**config.mk**
```make
export PLATFORM = sky130hd
export DESIGN_NAME = vga_render_pipe
export DESIGN_NICKNAME = d
export VERILOG_FILES = /design/src/rtl/vga_pkg.sv /design/src/rtl/vga_timing_gen.sv /design/src/rtl/vga_render_pipe.sv
export SDC_FILE = /design/constraint.sdc
export NUM_CORES = 1
export LEC_CHECK = 0
export ABC_CLOCK_PERIOD_IN_PS = 5100
export CORE_MARGIN = 2
export CORE_UTILIZATION = 45
export CTS_BUF_LIST = sky130_fd_sc_hd__clkbuf_8
export DETAILED_ROUTE_END_ITERATION = 12
export PLACE_DENSITY = 0.76
export SYNTH_ARGS = -nofsm -noshare
export SYNTH_HDL_FRONTEND = slang
export SYNTH_SLANG_ARGS = --single-unit
```
**constraint.sdc**
```tcl
create_clock -name Clk_25mhz -period 5.1 [get_ports Clk_25mhz]
set_clock_uncertainty 0.15 [all_clocks]
set_input_delay 0.765 -clock Clk_25mhz [delete_from_list [all_inputs] [get_ports Clk_25mhz]]
set_output_delay 0.765 -clock Clk_25mhz [all_outputs]
set_load 0.05 [all_outputs]
```
**src/rtl/vga_pkg.sv**
```systemverilog
// vga_pkg: shared definitions for the snake-game VGA path.
//   - Object codes returned by the game logic for each scanned pixel.
//   - Default 640x480@60 timing (25 MHz pixel clock).
//   - Colour selector used by the render stage.
package vga_pkg;

  localparam logic [1:0] OBJ_NONE = 2'b00;
  localparam logic [1:0] OBJ_HEAD = 2'b01;
  localparam logic [1:0] OBJ_BODY = 2'b10;
  localparam logic [1:0] OBJ_WALL = 2'b11;

  localparam int unsigned DEF_H_ACTIVE = 640;
  localparam int unsigned DEF_H_FP     = 16;
  localparam int unsigned DEF_H_SYNC   = 96;
  localparam int unsigned DEF_H_BP     = 48;
  localparam int unsigned DEF_V_ACTIVE = 480;
  localparam int unsigned DEF_V_FP     = 10;
  localparam int unsigned DEF_V_SYNC   = 2;
  localparam int unsigned DEF_V_BP     = 33;

  typedef enum logic [2:0] {
    COL_BG,
    COL_WALL,
    COL_HEAD,
    COL_BODY,
    COL_APPLE_RED,
    COL_APPLE_GREEN
  } color_sel_e;

endpackage

```
**src/rtl/vga_timing_gen.sv**
```systemverilog
// vga_timing_gen: horizontal/vertical scan counters and raw (stage 0) timing.
//   clk, rst_n   : pixel clock, async active-low reset
//   h_cnt, v_cnt : current scan position
//   active       : position lies inside the visible area
//   hsync_act    : horizontal sync pulse window (active-high, polarity applied later)
//   vsync_act    : vertical sync pulse window (active-high)
//   frame_origin : position is (0,0)
//   blink_phase  : bit 4 of the 5-bit frame counter
module vga_timing_gen #(
  parameter int unsigned H_ACTIVE = 640,
  parameter int unsigned H_FP     = 16,
  parameter int unsigned H_SYNC   = 96,
  parameter int unsigned H_BP     = 48,
  parameter int unsigned V_ACTIVE = 480,
  parameter int unsigned V_FP     = 10,
  parameter int unsigned V_SYNC   = 2,
  parameter int unsigned V_BP     = 33
) (
  input  logic       clk,
  input  logic       rst_n,
  output logic [9:0] h_cnt,
  output logic [9:0] v_cnt,
  output logic       active,
  output logic       hsync_act,
  output logic       vsync_act,
  output logic       frame_origin,
  output logic       blink_phase
);

  localparam int unsigned H_TOTAL = H_ACTIVE + H_FP + H_SYNC + H_BP;
  localparam int unsigned V_TOTAL = V_ACTIVE + V_FP + V_SYNC + V_BP;

  if (H_TOTAL > 1024 || V_TOTAL > 1024) begin : g_bad_total
    $error("vga_timing_gen: H_TOTAL and V_TOTAL must not exceed 1024");
  end

  logic [4:0] frame_cnt;

  always_ff @(posedge clk or negedge rst_n) begin
    if (!rst_n) begin
      h_cnt     <= '0;
      v_cnt     <= '0;
      frame_cnt <= '0;
    end else if (h_cnt == 10'(H_TOTAL - 1)) begin
      h_cnt <= '0;
      if (v_cnt == 10'(V_TOTAL - 1)) begin
        v_cnt     <= '0;
        frame_cnt <= frame_cnt + 5'd1;
      end else begin
        v_cnt <= v_cnt + 10'd1;
      end
    end else begin
      h_cnt <= h_cnt + 10'd1;
    end
  end

  // 11-bit compares so a boundary of exactly 1024 does not alias to 0.
  always_comb begin
    active       = ({1'b0, h_cnt} < 11'(H_ACTIVE)) && ({1'b0, v_cnt} < 11'(V_ACTIVE));
    hsync_act    = ({1'b0, h_cnt} >= 11'(H_ACTIVE + H_FP)) &&
                   ({1'b0, h_cnt} <  11'(H_ACTIVE + H_FP + H_SYNC));
    vsync_act    = ({1'b0, v_cnt} >= 11'(V_ACTIVE + V_FP)) &&
                   ({1'b0, v_cnt} <  11'(V_ACTIVE + V_FP + V_SYNC));
    frame_origin = (h_cnt == '0) && (v_cnt == '0);
    blink_phase  = frame_cnt[4];
  end

endmodule

```
**src/rtl/vga_render_pipe.sv**
```systemverilog
// vga_render_pipe: VGA timing plus two-stage pixel render pipeline.
//   Clk_25mhz, Rst_n      : pixel clock, async active-low reset
//   Object                : game object for the Pixel_x/Pixel_y of the previous cycle
//   Apple_x/_y/_type/_valid : packed per-channel apple position, colour, enable
//   Blink_en              : hide apples during the upper half of the 32-frame cycle
//   Pixel_x, Pixel_y      : scan position handed to the game logic (stage 0)
//   Hsync_sig, Vsync_sig, Video_de, Frame_start, Vga_red/green/blue : stage 2,
//                           all aligned, two cycles after the matching Pixel_x/y
module vga_render_pipe
  import vga_pkg::*;
#(
  parameter int unsigned H_ACTIVE   = DEF_H_ACTIVE,
  parameter int unsigned H_FP       = DEF_H_FP,
  parameter int unsigned H_SYNC     = DEF_H_SYNC,
  parameter int unsigned H_BP       = DEF_H_BP,
  parameter int unsigned V_ACTIVE   = DEF_V_ACTIVE,
  parameter int unsigned V_FP       = DEF_V_FP,
  parameter int unsigned V_SYNC     = DEF_V_SYNC,
  parameter int unsigned V_BP       = DEF_V_BP,
  parameter logic        SYNC_POL   = 1'b0,
  parameter int unsigned COLOR_W    = 4,
  parameter int unsigned CELL_SHIFT = 4,
  parameter int unsigned N_APPLE    = 2
) (
  input  logic                 Clk_25mhz,
  input  logic                 Rst_n,
  input  logic [1:0]           Object,
  input  logic [N_APPLE*6-1:0] Apple_x,
  input  logic [N_APPLE*5-1:0] Apple_y,
  input  logic [N_APPLE-1:0]   Apple_type,
  input  logic [N_APPLE-1:0]   Apple_valid,
  input  logic                 Blink_en,
  output logic [9:0]           Pixel_x,
  output logic [9:0]           Pixel_y,
  output logic                 Hsync_sig,
  output logic                 Vsync_sig,
  output logic                 Video_de,
  output logic                 Frame_start,
  output logic [COLOR_W-1:0]   Vga_red,
  output logic [COLOR_W-1:0]   Vga_green,
  output logic [COLOR_W-1:0]   Vga_blue
);

  localparam logic [COLOR_W-1:0] C_MAX  = '1;
  localparam logic [COLOR_W-1:0] C_HALF = C_MAX >> 1;

  logic       active_s0, hsync_s0, vsync_s0, origin_s0, blink_s0;

  vga_timing_gen #(
    .H_ACTIVE (H_ACTIVE),
    .H_FP     (H_FP),
    .H_SYNC   (H_SYNC),
    .H_BP     (H_BP),
    .V_ACTIVE (V_ACTIVE),
    .V_FP     (V_FP),
    .V_SYNC   (V_SYNC),
    .V_BP     (V_BP)
  ) u_timing (
    .clk          (Clk_25mhz),
    .rst_n        (Rst_n),
    .h_cnt        (Pixel_x),
    .v_cnt        (Pixel_y),
    .active       (active_s0),
    .hsync_act    (hsync_s0),
    .vsync_act    (vsync_s0),
    .frame_origin (origin_s0),
    .blink_phase  (blink_s0)
  );

  // Stage 1: hold the pixel whose Object is arriving this cycle.
  logic [9:0] px_s1, py_s1;
  logic       active_s1, hsync_s1, vsync_s1, origin_s1, blink_s1;

  always_ff @(posedge Clk_25mhz or negedge Rst_n) begin
    if (!Rst_n) begin
      px_s1     <= '0;
      py_s1     <= '0;
      active_s1 <= 1'b0;
      hsync_s1  <= 1'b0;
      vsync_s1  <= 1'b0;
      origin_s1 <= 1'b0;
      blink_s1  <= 1'b0;
    end else begin
      px_s1     <= Pixel_x;
      py_s1     <= Pixel_y;
      active_s1 <= active_s0;
      hsync_s1  <= hsync_s0;
      vsync_s1  <= vsync_s0;
      origin_s1 <= origin_s0;
      blink_s1  <= blink_s0;
    end
  end

  // Apple lookup against the stage-1 pixel; lowest matching channel wins.
  logic [9:0] cell_x, cell_y;
  logic       apple_hit, apple_green;

  always_comb begin
    cell_x      = px_s1 >> CELL_SHIFT;
    cell_y      = py_s1 >> CELL_SHIFT;
    apple_hit   = 1'b0;
    apple_green = 1'b0;
    for (int unsigned i = 0; i < N_APPLE; i++) begin
      if (!apple_hit && Apple_valid[i] &&
          cell_x == 10'(Apple_x[6*i +: 6]) &&
          cell_y == 10'(Apple_y[5*i +: 5])) begin
        apple_hit   = 1'b1;
        apple_green = Apple_type[i];
      end
    end
  end

  color_sel_e sel;

  always_comb begin
    sel = COL_BG;
    if (active_s1) begin
      if (Object == OBJ_WALL)      sel = COL_WALL;
      else if (Object == OBJ_HEAD) sel = COL_HEAD;
      else if (Object == OBJ_BODY) sel = COL_BODY;
      else if (apple_hit && !(Blink_en && blink_s1))
        sel = apple_green ? COL_APPLE_GREEN : COL_APPLE_RED;
    end
  end

  logic [COLOR_W-1:0] red_n, green_n, blue_n;

  always_comb begin
    red_n   = '0;
    green_n = '0;
    blue_n  = '0;
    case (sel)
      COL_WALL:        blue_n  = C_MAX;
      COL_HEAD:        begin red_n = C_MAX; green_n = C_MAX; end
      COL_BODY:        green_n = C_MAX;
      COL_APPLE_RED:   red_n   = C_MAX;
      COL_APPLE_GREEN: green_n = C_HALF;
      default:         ;
    endcase
  end

  // Stage 2: registered outputs, sync polarity applied here.
  always_ff @(posedge Clk_25mhz or negedge Rst_n) begin
    if (!Rst_n) begin
      Hsync_sig   <= ~SYNC_POL;
      Vsync_sig   <= ~SYNC_POL;
      Video_de    <= 1'b0;
      Frame_start <= 1'b0;
      Vga_red     <= '0;
      Vga_green   <= '0;
      Vga_blue    <= '0;
    end else begin
      Hsync_sig   <= hsync_s1 ? SYNC_POL : ~SYNC_POL;
      Vsync_sig   <= vsync_s1 ? SYNC_POL : ~SYNC_POL;
      Video_de    <= active_s1;
      Frame_start <= origin_s1;
      Vga_red     <= red_n;
      Vga_green   <= green_n;
      Vga_blue    <= blue_n;
    end
  end

endmodule
```
==> impl_metrics.sql <==
INSERT INTO impl_metrics (metric_group, metric, value, unit) VALUES
('status', 'status', 'finished, final reports clean', ''),
('global_routing', 'grt_util_all_layers', '0.1783', ''),
('global_routing', 'maximum_number_of_pins_on_one_net_before_global_route_repair', '51', ''),
('synthesis', 'postSynthNetCount', '260', ''),
('final_layout', 'utilization', '0.6202', ''),
('placement', 'detailed_place_hpwl', '3589', 'microns'),
('floorplanning', 'floorplan.initialDensity', '0.4719', ''),
('synthesis', 'synthFlopType', 'dfrtp_1', ''),
('power', 'static-leakage-power', '1.418', 'nW'),
('setup_path', 'worst-endpoint-arrival', '2890', 'ps'),
('routing', 'detail_route.drc_violations', '0', ''),
('cts', 'cts.sinks', '50', ''),
('hold_path', 'worst_min_delay_path_category', 'reg -> reg', ''),
('global_routing', 'globalRouteOverflowTotal', '0', ''),
('floorplanning', 'dieWidth', '77.65', 'microns'),
('timing', 'timing.final.crit_period', '2847', 'ps'),
('routing', 'drt_first_iter_violations', '77', ''),
('timing', 'fmax', '351.2', 'MHz'),
('floorplanning', 'die-height', '77.65', 'microns'),
('setup_path', 'critPathBufInv', '2', ''),
('cts', 'cts_repair_resize_count', '0', ''),
('floorplanning', 'ioPinCount', '67', ''),
('setup_path', 'path_class', 'in -> reg', ''),
('run', 'maxCapViolations', '0', ''),
('setup_path', 'timing.critical_path.from_type', 'input port', ''),
('setup_path', 'cp.required', '5140', 'ps'),
('synthesis', 'synth_async_sr_flop_share', '1.000', ''),
('routing', 'wl_per_cell', '14.27', 'microns'),
('timing', 'setup_tns', '0', 'ps'),
('final_layout', 'antenna_cells_inserted', '0', ''),
('timing', 'worst-slew-pin-transition', '1049', 'ps'),
('synthesis', 'ys_warn_count', '0', ''),
('final_layout', 'layout-drive-gt1-share', '0.07774', ''),
('setup_path', 'slowest_delay', '560', 'ps'),
('timing', 'final-max-slew-violation-count', '0', ''),
('cts', 'cts.reportedPaths.clkPinSlew', '90', 'ps'),
('floorplanning', 'design.core.area', '5172', 'sq um'),
('cts', 'cts.root.buffer_cell', 'clkbuf_8', ''),
('cts', 'insertion_delay', '300', 'ps'),
('final_layout', 'most-common-layout-cells', 'clkdlybuf4s50_1 (65), dfrtp_1 (48), xor2_1 (28)', ''),
('routing', 'antenna_left', '0', ''),
('timing', 'max-slew-margin-rel', '0.3005', ''),
('setup_path', 'worst_path_dominant_cell_family', 'simple AND/OR/NAND/NOR gates', ''),
('cts', 'tritoncts.num_buffers', '5', ''),
('placement', 'portBuffers', '66', ''),
('synthesis', 'ys_types', '44', ''),
('cts', 'tritoncts', 'yes', ''),
('cts', 'cts_setup_buffers', '0', ''),
('synthesis', 'yosysSeqAreaShare', '0.5136', ''),
('floorplanning', 'fp.dieArea', '6030', 'sq um'),
('cts', 'max-clock-path-buffers', '2', ''),
('cts', 'cts_hold_buffers', '0', ''),
('final_layout', 'number_of_nets_at_the_end_of_the_flow', '321', ''),
('synthesis', 'postSynthCellCount', '221', ''),
('synthesis', 'mean_area_per_synthesized_cell', '11.05', 'sq um'),
('timing', 'timing.final.hold_violations', '0', ''),
('placement', 'place_congestion', '0.8338', ''),
('final_layout', 'leading_cell_type_in_the_layout_fill_and_taps_excluded', 'clkdlybuf4s50_1', ''),
('global_routing', 'grt_pass1_wl', '8397', 'microns'),
('floorplanning', 'fp-row-count', '26', ''),
('power', 'powerDensity', '240.9', 'nW/um^2'),
('synthesis', 'synth_enable_flop_cells', '0', ''),
('routing', 'route.final.wire_length', '5038', 'microns'),
('timing', 'post-route-period-util', '0.5583', ''),
('synthesis', 'post_synth_instance_area', '2441', 'sq um'),
('power', 'power.ir.vdd_worst', '0.1643', 'mV'),
('routing', 'avgViaCountPerCell', '5.071', ''),
('global_routing', 'vias_in_the_first_global_route', '1776', ''),
('setup_path', 'worstPathMaxFanout', '6', ''),
('final_layout', 'area.growth.synth_to_final', '31.42', '%'),
('final_layout', 'seq_area', '1254', 'sq um'),
('setup_path', 'critical_path.cell_chain', 'clkdlybuf4s50_1 -> inv_1 -> ha_1 -> or4b_1 -> a21oi_1 -> nand4_1 -> and3_1 -> o21bai_1', ''),
('setup_path', 'worst_setup_path_end_kind', 'flop', ''),
('global_routing', 'number_of_antenna_violations_at_the_first_check_in_global_routing', '0', ''),
('cts', 'cts_max_level', '2', ''),
('final_layout', 'multi_input_area', '1052', 'sq um'),
('routing', 'detailroute.via_count', '1790', ''),
('routing', 'detailedRoute.firstPassIterationCount', '4', ''),
('setup_path', 'slowest_stage', 'clkdlybuf4s50_1', ''),
('timing', 'unrepaired_setup_endpoints_after_global_routing', 'no', ''),
('timing', 'final_setup_violation_count', '0', ''),
('final_layout', 'nFillCells', '420', ''),
('synthesis', 'postSynthRegisterBits', '50', '');
## state kept, by name, summed over array words and instances (netlist names), 2 cells and up
register / cells
py_s1: 6
u_timing.v_cnt: 10
u_timing.frame_cnt: 5
u_timing.h_cnt: 10
px_s1: 6
Vga_green: 2
## layer usage
| metal | part of all wire | vias to the layer above | routed length, microns | global-route usage |
|---|---|---|---|---|
| met2 | 0.43 | 76 | 2167 | 0.2560 |
| met3 | 0.063 | 9 | 315 | 0.04884 |
| li1 | - | 883 | - | - |
| met4 | 0.020 | 0 | 101 | 0.07857 |
| met5 | 0 | - | 0 | 0 |
| met1 | 0.49 | 822 | 2453 | 0.2519 |
## cell usage after synthesis (6+ instances only)
cell type | instances | share of area
nor4_1 | 12 | 0.031
xor2_1 | 28 | 0.10
inv_1 | 11 | 0.017
nor2_1 | 8 | 0.012
dfrtp_1 | 48 | 0.49
nand2_1 | 11 | 0.017
o21ai_0 | 11 | 0.023
ha_1 | 8 | 0.041
xnor2_1 | 8 | 0.029
nand4_1 | 10 | 0.026
nand3_1 | 6 | 0.012
buf_4 | 9 | 0.028
## cell type report
class                           count  area share
Tap cell                           70     0.02730
Clock buffer                        5     0.02145
Clock inverter                      3     0.01287
Inverter                           11     0.01287
Sequential cell                    50      0.3908
Multi-Input combinational cell    147      0.3280
Timing Repair Buffer               67      0.2067
## cells by family (layout without fill, tap and decap cells)
kind of cell / after synthesis / in the layout / synth area share
flops: 50 / 50 / 0.5136
simple gates: 77 / 77 / 0.1907
mux: 1 / 1 / 0.004613
fa+ha+maj: 8 / 8 / 0.04101
xor+xnor: 36 / 36 / 0.1292
buf+inv: 24 / 86 / 0.05535
compound gates: 25 / 25 / 0.06561
## stage by stage
| stage | instances | power (mW) | area (sq um) | hold slack (ps) | setup WS (ps) |
|---|---|---|---|---|---|
| 4_1_cts | 353 | 0.7832 | 3208 | 207.4 | 2269 |
| 2_1_floorplan | 221 | 0.4664 | 2441 | 181.2 | 2698 |
| 5_1_grt | 353 | 0.8040 | 3208 | 225.1 | 2071 |
| 6_report | 353 | 0.7727 | 3208 | 203.8 | 2253 |
| 3_3_place_gp | 345 | 0.5109 | 3098 | 187.0 | 2013 |
| 3_5_place_dp | 345 | 0.5119 | 3098 | 192.7 | 1937 |
## path summary, 6_finish.rpt
check	start	to	slack [ps]	cells past startpoint
max	Object[0]	Vga_green[2]	2250	8
min	hsync_s1	Hsync_sig	200	1
max reg2reg	u_timing.h_cnt[0]	u_timing.frame_cnt[1]	2910	6
min reg2reg	hsync_s1	Hsync_sig	200	1
max in group asynchronous	Rst_n	u_timing.frame_cnt[0]	3660	1
min in group asynchronous	Rst_n	u_timing.h_cnt[0]	490	1
## power by group
part           internal, mW  leakage, nW  total (mW)  switching [mW]
combinational        0.0438        0.713       0.102          0.0584
sequential            0.399        0.650       0.401         0.00209
clock                 0.144       0.0556       0.269           0.125
total                 0.587         1.42       0.773           0.185
Power figures use the tool's default switching activity.
